===== src/rtl/cmd_dispatcher_pkg.sv =====
// Shared opcode/state types and command-word field positions for cmd_dispatcher.
package cmd_dispatcher_pkg;

  typedef enum logic [1:0] {
    OP_LOAD  = 2'b00,
    OP_STORE = 2'b01,
    OP_MOVE  = 2'b10,
    OP_EU    = 2'b11
  } op_e;

  typedef enum logic [1:0] {
    ST_IDLE  = 2'b00,
    ST_ISSUE = 2'b01,
    ST_WAIT  = 2'b10
  } state_e;

  localparam int OP_MSB      = 31;
  localparam int OP_LSB      = 30;
  localparam int LS_RF_MSB   = 29;
  localparam int LS_RF_LSB   = 21;
  localparam int LS_SD_MSB   = 20;
  localparam int LS_SD_LSB   = 8;
  localparam int MV_SRC_MSB  = 29;
  localparam int MV_SRC_LSB  = 20;
  localparam int MV_DST_MSB  = 19;
  localparam int MV_DST_LSB  = 10;
  localparam int LINE_MSB    = 7;
  localparam int LINE_LSB    = 0;
  localparam int EU_EXEC_BIT = 29;
  localparam int EU_ID_MSB   = 28;
  localparam int EU_ID_LSB   = 24;
  localparam int EU_ADDR_MSB = 23;
  localparam int EU_ADDR_LSB = 0;

  // Right-justified, zero-extended copy of word[msb:lsb].
  function automatic logic [31:0] get_field(input logic [31:0] word, input int msb, input int lsb);
    logic [31:0] mask;
    mask = (32'd1 << (msb - lsb + 1)) - 32'd1;
    return (word >> lsb) & mask;
  endfunction

endpackage


===== src/rtl/cmd_fifo.sv =====
// Synchronous FIFO with registered full/empty flags and a show-ahead head word.
module cmd_fifo #(
  parameter int DEPTH = 8,
  parameter int WIDTH = 32
) (
  input  logic             clk,
  input  logic             rst,
  input  logic             i_push,
  input  logic [WIDTH-1:0] i_wdata,
  input  logic             i_pop,
  output logic [WIDTH-1:0] o_rdata,
  output logic             o_full,
  output logic             o_empty
);

  localparam int AW = $clog2(DEPTH);

  logic [WIDTH-1:0] r_mem [DEPTH];
  logic [AW-1:0]    r_wr_ptr;
  logic [AW-1:0]    r_rd_ptr;
  logic [AW:0]      r_count;
  logic [AW:0]      w_count_next;
  logic             r_full;
  logic             r_empty;
  logic             w_do_push;
  logic             w_do_pop;

  assign w_do_push = i_push & ~r_full;
  assign w_do_pop  = i_pop & ~r_empty;
  assign o_rdata   = r_mem[r_rd_ptr];
  assign o_full    = r_full;
  assign o_empty   = r_empty;

  // Occupancy after this cycle's accepted push/pop.
  always_comb begin
    w_count_next = r_count;
    case ({w_do_push, w_do_pop})
      2'b10:   w_count_next = r_count + (AW+1)'(1);
      2'b01:   w_count_next = r_count - (AW+1)'(1);
      default: w_count_next = r_count;
    endcase
  end

  // Storage array; contents need no reset since the pointers define validity.
  always_ff @(posedge clk) begin
    if (w_do_push) begin
      r_mem[r_wr_ptr] <= i_wdata;
    end
  end

  // Pointers, count and status flags.
  always_ff @(posedge clk or posedge rst) begin
    if (rst) begin
      r_wr_ptr <= '0;
      r_rd_ptr <= '0;
      r_count  <= '0;
      r_full   <= 1'b0;
      r_empty  <= 1'b1;
    end else begin
      if (w_do_push) begin
        r_wr_ptr <= r_wr_ptr + AW'(1);
      end
      if (w_do_pop) begin
        r_rd_ptr <= r_rd_ptr + AW'(1);
      end
      r_count <= w_count_next;
      r_full  <= (w_count_next == (AW+1)'(DEPTH));
      r_empty <= (w_count_next == '0);
    end
  end

endmodule


===== src/rtl/cmd_dispatcher.sv =====
// Queues host command words and launches load/store, move or EU work one command at a time, in order.
// Optional WAIT-state watchdog is built in when CMD_DISPATCHER_TIMEOUT_EN is defined.
module cmd_dispatcher
  import cmd_dispatcher_pkg::*;
#(
  parameter int RF_ADDR_W   = 10,
  parameter int LINE_NUM_W  = 8,
  parameter int CMD_DEPTH   = 8,
  parameter int TIMEOUT_CYC = 1024
) (
  input  logic                  clk,
  input  logic                  rst,
  input  logic [31:0]           h2f_io,
  input  logic                  h2f_write,
  output logic                  h2f_ready,
  output logic                  ld_start,
  output logic                  st_start,
  output logic [RF_ADDR_W-1:0]  ldst_rf_addr,
  output logic [31:0]           ldst_sdram_addr,
  output logic [LINE_NUM_W-1:0] ldst_line_num,
  input  logic                  ldst_done,
  output logic                  mv_start,
  output logic [RF_ADDR_W-1:0]  mv_src_addr,
  output logic [RF_ADDR_W-1:0]  mv_dst_addr,
  output logic [LINE_NUM_W-1:0] mv_line_num,
  input  logic                  mv_done,
  output logic [31:0]           eu_fetch,
  output logic [31:0]           eu_exec,
  output logic [23:0]           eu_fetch_addr,
  input  logic                  eu_done,
  output logic                  busy,
  output logic                  cmd_done,
  output logic                  overflow,
  output logic                  timeout
);

  state_e r_state;
  state_e w_next_state;
  op_e    r_op;
  op_e    w_head_op;

  logic [31:0] w_head;
  logic [31:0] w_eu_onehot;
  logic        w_full;
  logic        w_empty;
  logic        w_push;
  logic        w_pop;
  logic        w_match;
  logic        w_to_hit;
  logic        w_cmd_done;

  logic                  r_ld_start;
  logic                  r_st_start;
  logic                  r_mv_start;
  logic [31:0]           r_eu_fetch;
  logic [31:0]           r_eu_exec;
  logic [RF_ADDR_W-1:0]  r_ldst_rf_addr;
  logic [31:0]           r_ldst_sdram_addr;
  logic [LINE_NUM_W-1:0] r_ldst_line_num;
  logic [RF_ADDR_W-1:0]  r_mv_src_addr;
  logic [RF_ADDR_W-1:0]  r_mv_dst_addr;
  logic [LINE_NUM_W-1:0] r_mv_line_num;
  logic [23:0]           r_eu_fetch_addr;
  logic                  r_overflow;

  // Fullness is the registered flag, so a write into a full FIFO is dropped even if a pop happens the same cycle.
  assign w_push      = h2f_write & ~w_full;
  assign w_head_op   = op_e'(w_head[OP_MSB:OP_LSB]);
  assign w_eu_onehot = 32'd1 << w_head[EU_ID_MSB:EU_ID_LSB];

  cmd_fifo #(
    .DEPTH (CMD_DEPTH),
    .WIDTH (32)
  ) u_cmd_fifo (
    .clk     (clk),
    .rst     (rst),
    .i_push  (w_push),
    .i_wdata (h2f_io),
    .i_pop   (w_pop),
    .o_rdata (w_head),
    .o_full  (w_full),
    .o_empty (w_empty)
  );

  // Completion strobe belonging to the outstanding command's class.
  always_comb begin
    w_match = 1'b0;
    case (r_op)
      OP_LOAD, OP_STORE: w_match = ldst_done;
      OP_MOVE:           w_match = mv_done;
      OP_EU:             w_match = eu_done;
      default:           w_match = 1'b0;
    endcase
  end

`ifdef CMD_DISPATCHER_TIMEOUT_EN
  localparam int CNT_W = $clog2(TIMEOUT_CYC + 1);

  logic [CNT_W-1:0] r_wait_cnt;
  logic             r_timeout;

  assign w_to_hit = (r_state == ST_WAIT) && !w_match && (r_wait_cnt == CNT_W'(TIMEOUT_CYC - 1));
  assign timeout  = r_timeout;

  // WAIT-cycle watchdog; the hit cycle itself is the TIMEOUT_CYC-th WAIT cycle.
  always_ff @(posedge clk or posedge rst) begin
    if (rst) begin
      r_wait_cnt <= '0;
      r_timeout  <= 1'b0;
    end else begin
      if ((r_state == ST_WAIT) && !w_match && !w_to_hit) begin
        r_wait_cnt <= r_wait_cnt + CNT_W'(1);
      end else begin
        r_wait_cnt <= '0;
      end
      if (w_to_hit) begin
        r_timeout <= 1'b1;
      end
    end
  end
`else
  logic w_unused_timeout;

  assign w_to_hit         = 1'b0;
  assign timeout          = 1'b0;
  assign w_unused_timeout = (TIMEOUT_CYC > 0);
`endif

  // Next-state logic, head pop and completion strobe.
  always_comb begin
    w_next_state = r_state;
    w_pop        = 1'b0;
    w_cmd_done   = 1'b0;
    case (r_state)
      ST_IDLE: begin
        if (!w_empty) begin
          w_pop        = 1'b1;
          w_next_state = ST_ISSUE;
        end else begin
          w_next_state = ST_IDLE;
        end
      end
      ST_ISSUE: w_next_state = ST_WAIT;
      ST_WAIT: begin
        if (w_match || w_to_hit) begin
          w_cmd_done   = 1'b1;
          w_next_state = ST_IDLE;
        end else begin
          w_next_state = ST_WAIT;
        end
      end
      default: w_next_state = ST_IDLE;
    endcase
  end

  // State register and sticky overflow.
  always_ff @(posedge clk or posedge rst) begin
    if (rst) begin
      r_state    <= ST_IDLE;
      r_overflow <= 1'b0;
    end else begin
      r_state <= w_next_state;
      if (h2f_write && w_full) begin
        r_overflow <= 1'b1;
      end
    end
  end

  // Launch registers: pulses are loaded on the pop so they are visible exactly during ISSUE.
  always_ff @(posedge clk or posedge rst) begin
    if (rst) begin
      r_op              <= OP_LOAD;
      r_ld_start        <= 1'b0;
      r_st_start        <= 1'b0;
      r_mv_start        <= 1'b0;
      r_eu_fetch        <= '0;
      r_eu_exec         <= '0;
      r_ldst_rf_addr    <= '0;
      r_ldst_sdram_addr <= '0;
      r_ldst_line_num   <= '0;
      r_mv_src_addr     <= '0;
      r_mv_dst_addr     <= '0;
      r_mv_line_num     <= '0;
      r_eu_fetch_addr   <= '0;
    end else begin
      r_ld_start <= 1'b0;
      r_st_start <= 1'b0;
      r_mv_start <= 1'b0;
      r_eu_fetch <= '0;
      r_eu_exec  <= '0;
      if (w_pop) begin
        r_op <= w_head_op;
        case (w_head_op)
          OP_LOAD, OP_STORE: begin
            r_ld_start        <= (w_head_op == OP_LOAD);
            r_st_start        <= (w_head_op == OP_STORE);
            r_ldst_rf_addr    <= RF_ADDR_W'(get_field(w_head, LS_RF_MSB, LS_RF_LSB));
            r_ldst_sdram_addr <= get_field(w_head, LS_SD_MSB, LS_SD_LSB);
            r_ldst_line_num   <= LINE_NUM_W'(get_field(w_head, LINE_MSB, LINE_LSB));
          end
          OP_MOVE: begin
            r_mv_start    <= 1'b1;
            r_mv_src_addr <= RF_ADDR_W'(get_field(w_head, MV_SRC_MSB, MV_SRC_LSB));
            r_mv_dst_addr <= RF_ADDR_W'(get_field(w_head, MV_DST_MSB, MV_DST_LSB));
            r_mv_line_num <= LINE_NUM_W'(get_field(w_head, LINE_MSB, LINE_LSB));
          end
          OP_EU: begin
            if (w_head[EU_EXEC_BIT]) begin
              r_eu_exec <= w_eu_onehot;
            end else begin
              r_eu_fetch      <= w_eu_onehot;
              r_eu_fetch_addr <= 24'(get_field(w_head, EU_ADDR_MSB, EU_ADDR_LSB));
            end
          end
          default: begin
          end
        endcase
      end
    end
  end

  assign h2f_ready       = ~w_full;
  assign busy            = (r_state != ST_IDLE) || !w_empty;
  assign cmd_done        = w_cmd_done;
  assign overflow        = r_overflow;
  assign ld_start        = r_ld_start;
  assign st_start        = r_st_start;
  assign mv_start        = r_mv_start;
  assign eu_fetch        = r_eu_fetch;
  assign eu_exec         = r_eu_exec;
  assign ldst_rf_addr    = r_ldst_rf_addr;
  assign ldst_sdram_addr = r_ldst_sdram_addr;
  assign ldst_line_num   = r_ldst_line_num;
  assign mv_src_addr     = r_mv_src_addr;
  assign mv_dst_addr     = r_mv_dst_addr;
  assign mv_line_num     = r_mv_line_num;
  assign eu_fetch_addr   = r_eu_fetch_addr;

endmodule


===== config.mk =====
export PLATFORM = sky130hd
export DESIGN_NAME = cmd_dispatcher
export DESIGN_NICKNAME = d
export VERILOG_FILES = /design/src/rtl/cmd_dispatcher_pkg.sv /design/src/rtl/cmd_fifo.sv /design/src/rtl/cmd_dispatcher.sv
export SDC_FILE = /design/constraint.sdc
export NUM_CORES = 1
export LEC_CHECK = 0
export ABC_AREA = 1
export CAP_MARGIN = 20
export CELL_PAD_IN_SITES_DETAIL_PLACEMENT = 1
export CELL_PAD_IN_SITES_GLOBAL_PLACEMENT = 1
export CORE_ASPECT_RATIO = 0.9
export CORE_MARGIN = 3
export CORE_UTILIZATION = 44
export DETAILED_ROUTE_END_ITERATION = 7
export PLACE_DENSITY_LB_ADDON = 0.2
export SLEW_MARGIN = 15
export SYNTH_ARGS = -nofsm -noshare
export SYNTH_HDL_FRONTEND = slang
export SYNTH_SLANG_ARGS = --single-unit
export TNS_END_PERCENT = 30

===== constraint.sdc =====
create_clock -name clk -period 8.3 [get_ports clk]
set_input_delay 2.075 -clock clk [delete_from_list [all_inputs] [get_ports clk]]
set_output_delay 2.075 -clock clk [all_outputs]
set_load 0.1 [all_outputs]

==> out/results.ini <==
[final_layout]
postLayoutCellArea_sq_um = 20120
fin_nets = 1668
drive_above_1_share_pct = 7.535
stdcell_count = 2136
area_growth_pct = 21.87

[flow_run]
maxCapViolations = 0

[yosys]
synth.avg_cell_area_sq_um = 11.39
synth_warnings = 0
synth_most_common_cell = nand2_1
synthArstFlopShare_pct = 39.34
yosysTopAreaCell = edfxtp_1
synthFlopType = edfxtp_1
ys_types = 29
ys_top_cells_by_area = edfxtp_1 47%, dfrtp_1 25%, nand2_1 8.4%, nor2_1 5.1%, o21ai_0 3.3%
syn-instance-count = 1450
yosys_register_bits = 422
synth_edf_count = 256
netlist.area_leader.share_pct = 46.57
ys_top_cells_by_count = 370 x nand2_1, 256 x edfxtp_1, 223 x nor2_1, 165 x dfrtp_1, 110 x o21ai_0
ys_seq_area_share_pct = 71.74
syn_area_sq_um = 16510

[route]
postRouteWirelength_um = 44820
vias = 11383
dr.pass1.iters = 5
final_antenna_net_count = 0
viasPerCell = 5.329
drc = 0
drt_iter0_drc = 839
wl_per_cell_um = 20.98

[worst_setup_path]
crit_path_max_incr_delay_ps = 1180
critPathCaptureType = output pin
start_kind = input pin
critPathMaxFanout = 2
cp_cell_sequence = clkdlybuf4s50_1 -> inv_1 -> a211oi_1 -> a21oi_1 -> nor2_1 -> clkdlybuf4s50_1
crit_path_top_delay_cell = clkdlybuf4s50_1
critPathBufInv = 3
arrival_ps = 4270
crit_type = input pin to output pin
crit_top_cell = clkdlybuf4s50_1
crit_family = buffers and inverters
cp.required_ps = 6230

[timing]
max_slew_margin_pct = 28.08
worst_pin_slew_ps = 1075
max_freq_ghz = 0.1576
rsz0062_at_grt = false
finalCritPeriodShare_pct = 76.47
fin_skew_ps = 15.82
finalSetupViolations = 0
min_period_ps = 6347
drv_slew = 0
hold_viol = 0
setup-tns-final_ps = 0

[die]
die-area_sq_um = 39880
core_sq_um = 36580
rows = 66
die_w_um = 210.2
io_pins = 212
dieHeight_um = 189.8
initial_utilization_pct = 45.13

[clocking]
clkLatencyLatePin_ps = 550
post_cts_buffers = 0
cts_hold_buffers = 0
ctsHtreeMaxLevel = 2
path_clk_slew_ps = 60
cts_buffers = 44
cts_sinks = 422
cts-resized-gates = 0
cts_tree = yes
root_buffer = clkbuf_16
clockBufferDepth = 3

[placed_design]
dp_hpwl_um = 26620
place_area_sq_um = 18640
port_buffers = 190
gp_congestion = 0.7315
dp_cells = 2054

[global_route]
groute.usage.overall_pct = 22.53
grt_pass1_wl_um = 69490
grt_pass1_vias = 11980
antenna_found_initial = 1
grt_max_degree = 113
grt-ovfl-total = 0

[run_status]
status = complete, no violations

[min_path]
hp-class = register to register

[sequential cells by signal, summed over array words and instances (netlist names), 9 cells and up]
signal and count:
mv_src_addr 10, u_cmd_fifo.r_mem 256, eu_fetch 32, ldst_sdram_addr 13
eu_exec 32, ldst_rf_addr 9, mv_dst_addr 10, eu_fetch_addr 24
[cells in the final DEF, fill, tap and decap left out, types with 5 or more instances in the layout]
| cell | n |
|---|---|
| inv_1 | 31 |
| o21ai_0 | 110 |
| clkdlybuf4s50_1 | 190 |
| nor2_2 | 13 |
| nand4_1 | 26 |
| clkinv_1 | 5 |
| clkbuf_16 | 46 |
| nor2_1 | 214 |
| ha_1 | 5 |
| buf_4 | 19 |
| nand3_1 | 60 |
| clkbuf_1 | 8 |
| nand2_2 | 10 |
| conb_1 | 21 |
| o22ai_1 | 48 |
| inv_2 | 5 |
| edfxtp_1 | 256 |
| clkinv_2 | 7 |
| o21ai_1 | 15 |
| dfrtp_1 | 164 |
| nand2_1 | 369 |
[cells by family (layout without fill, tap and decap cells)]
family	Yosys count	count (layout)	share of synthesized area (%)
other	1	22	0.02272
buffers and inverters	139	328	4.593
adders and majority gates	5	5	0.3790
and+or+nand+nor	698	698	17.13
AOI/OAI and AO/OA	179	179	5.821
xor gates and xnor gates	6	6	0.3183
DFF	422	422	71.74
[stage by stage]
step           utilization, %  setup slack [ps]  hold slack [ps]
3_3_place_gp            50.96              1897            444.7
6_report                54.99              1953            462.5
5_1_grt                 54.99              1781            500.6
3_5_place_dp            50.96              1917            451.8
4_1_cts                 54.90              1905            469.9
2_1_floorplan               -              1737            445.6
[final cells by class]
type / count / area (sq um)
sequential: 422 / 11850
tap: 476 / 595.6
timing repair buffer: 210 / 2072
clock inverter: 21 / 195.2
inverter: 38 / 150.1
antenna: 1 / 2.502
fill: 3824 / 16460
clock buffer: 59 / 1244
multi-input combinational: 909 / 4013
[routing by layer]
layer  wire length [um]  global-route usage, %
met1              20320                  31.82
met2              21240                  36.88
met3               2612                  3.726
met4                654                  5.574
met5                  0                      0
[worst paths after layout]
path,startpoint,endpoint,slack [ps],cells after the start
min in group asynchronous,rst,ldst_line_num[1],1900,2
setup / recovery,eu_done,cmd_done,1950,6
max in group asynchronous,rst,u_cmd_fifo.r_rd_ptr[0],4880,4
hold reg to reg,overflow,overflow,460,1
hold / removal,overflow,overflow,460,1
setup reg to reg,u_cmd_fifo.r_rd_ptr[1],eu_fetch_addr[6],4770,11
Power is not shown: default switching activity piles up to over one toggle a cycle in this logic, so the estimate is an artifact.
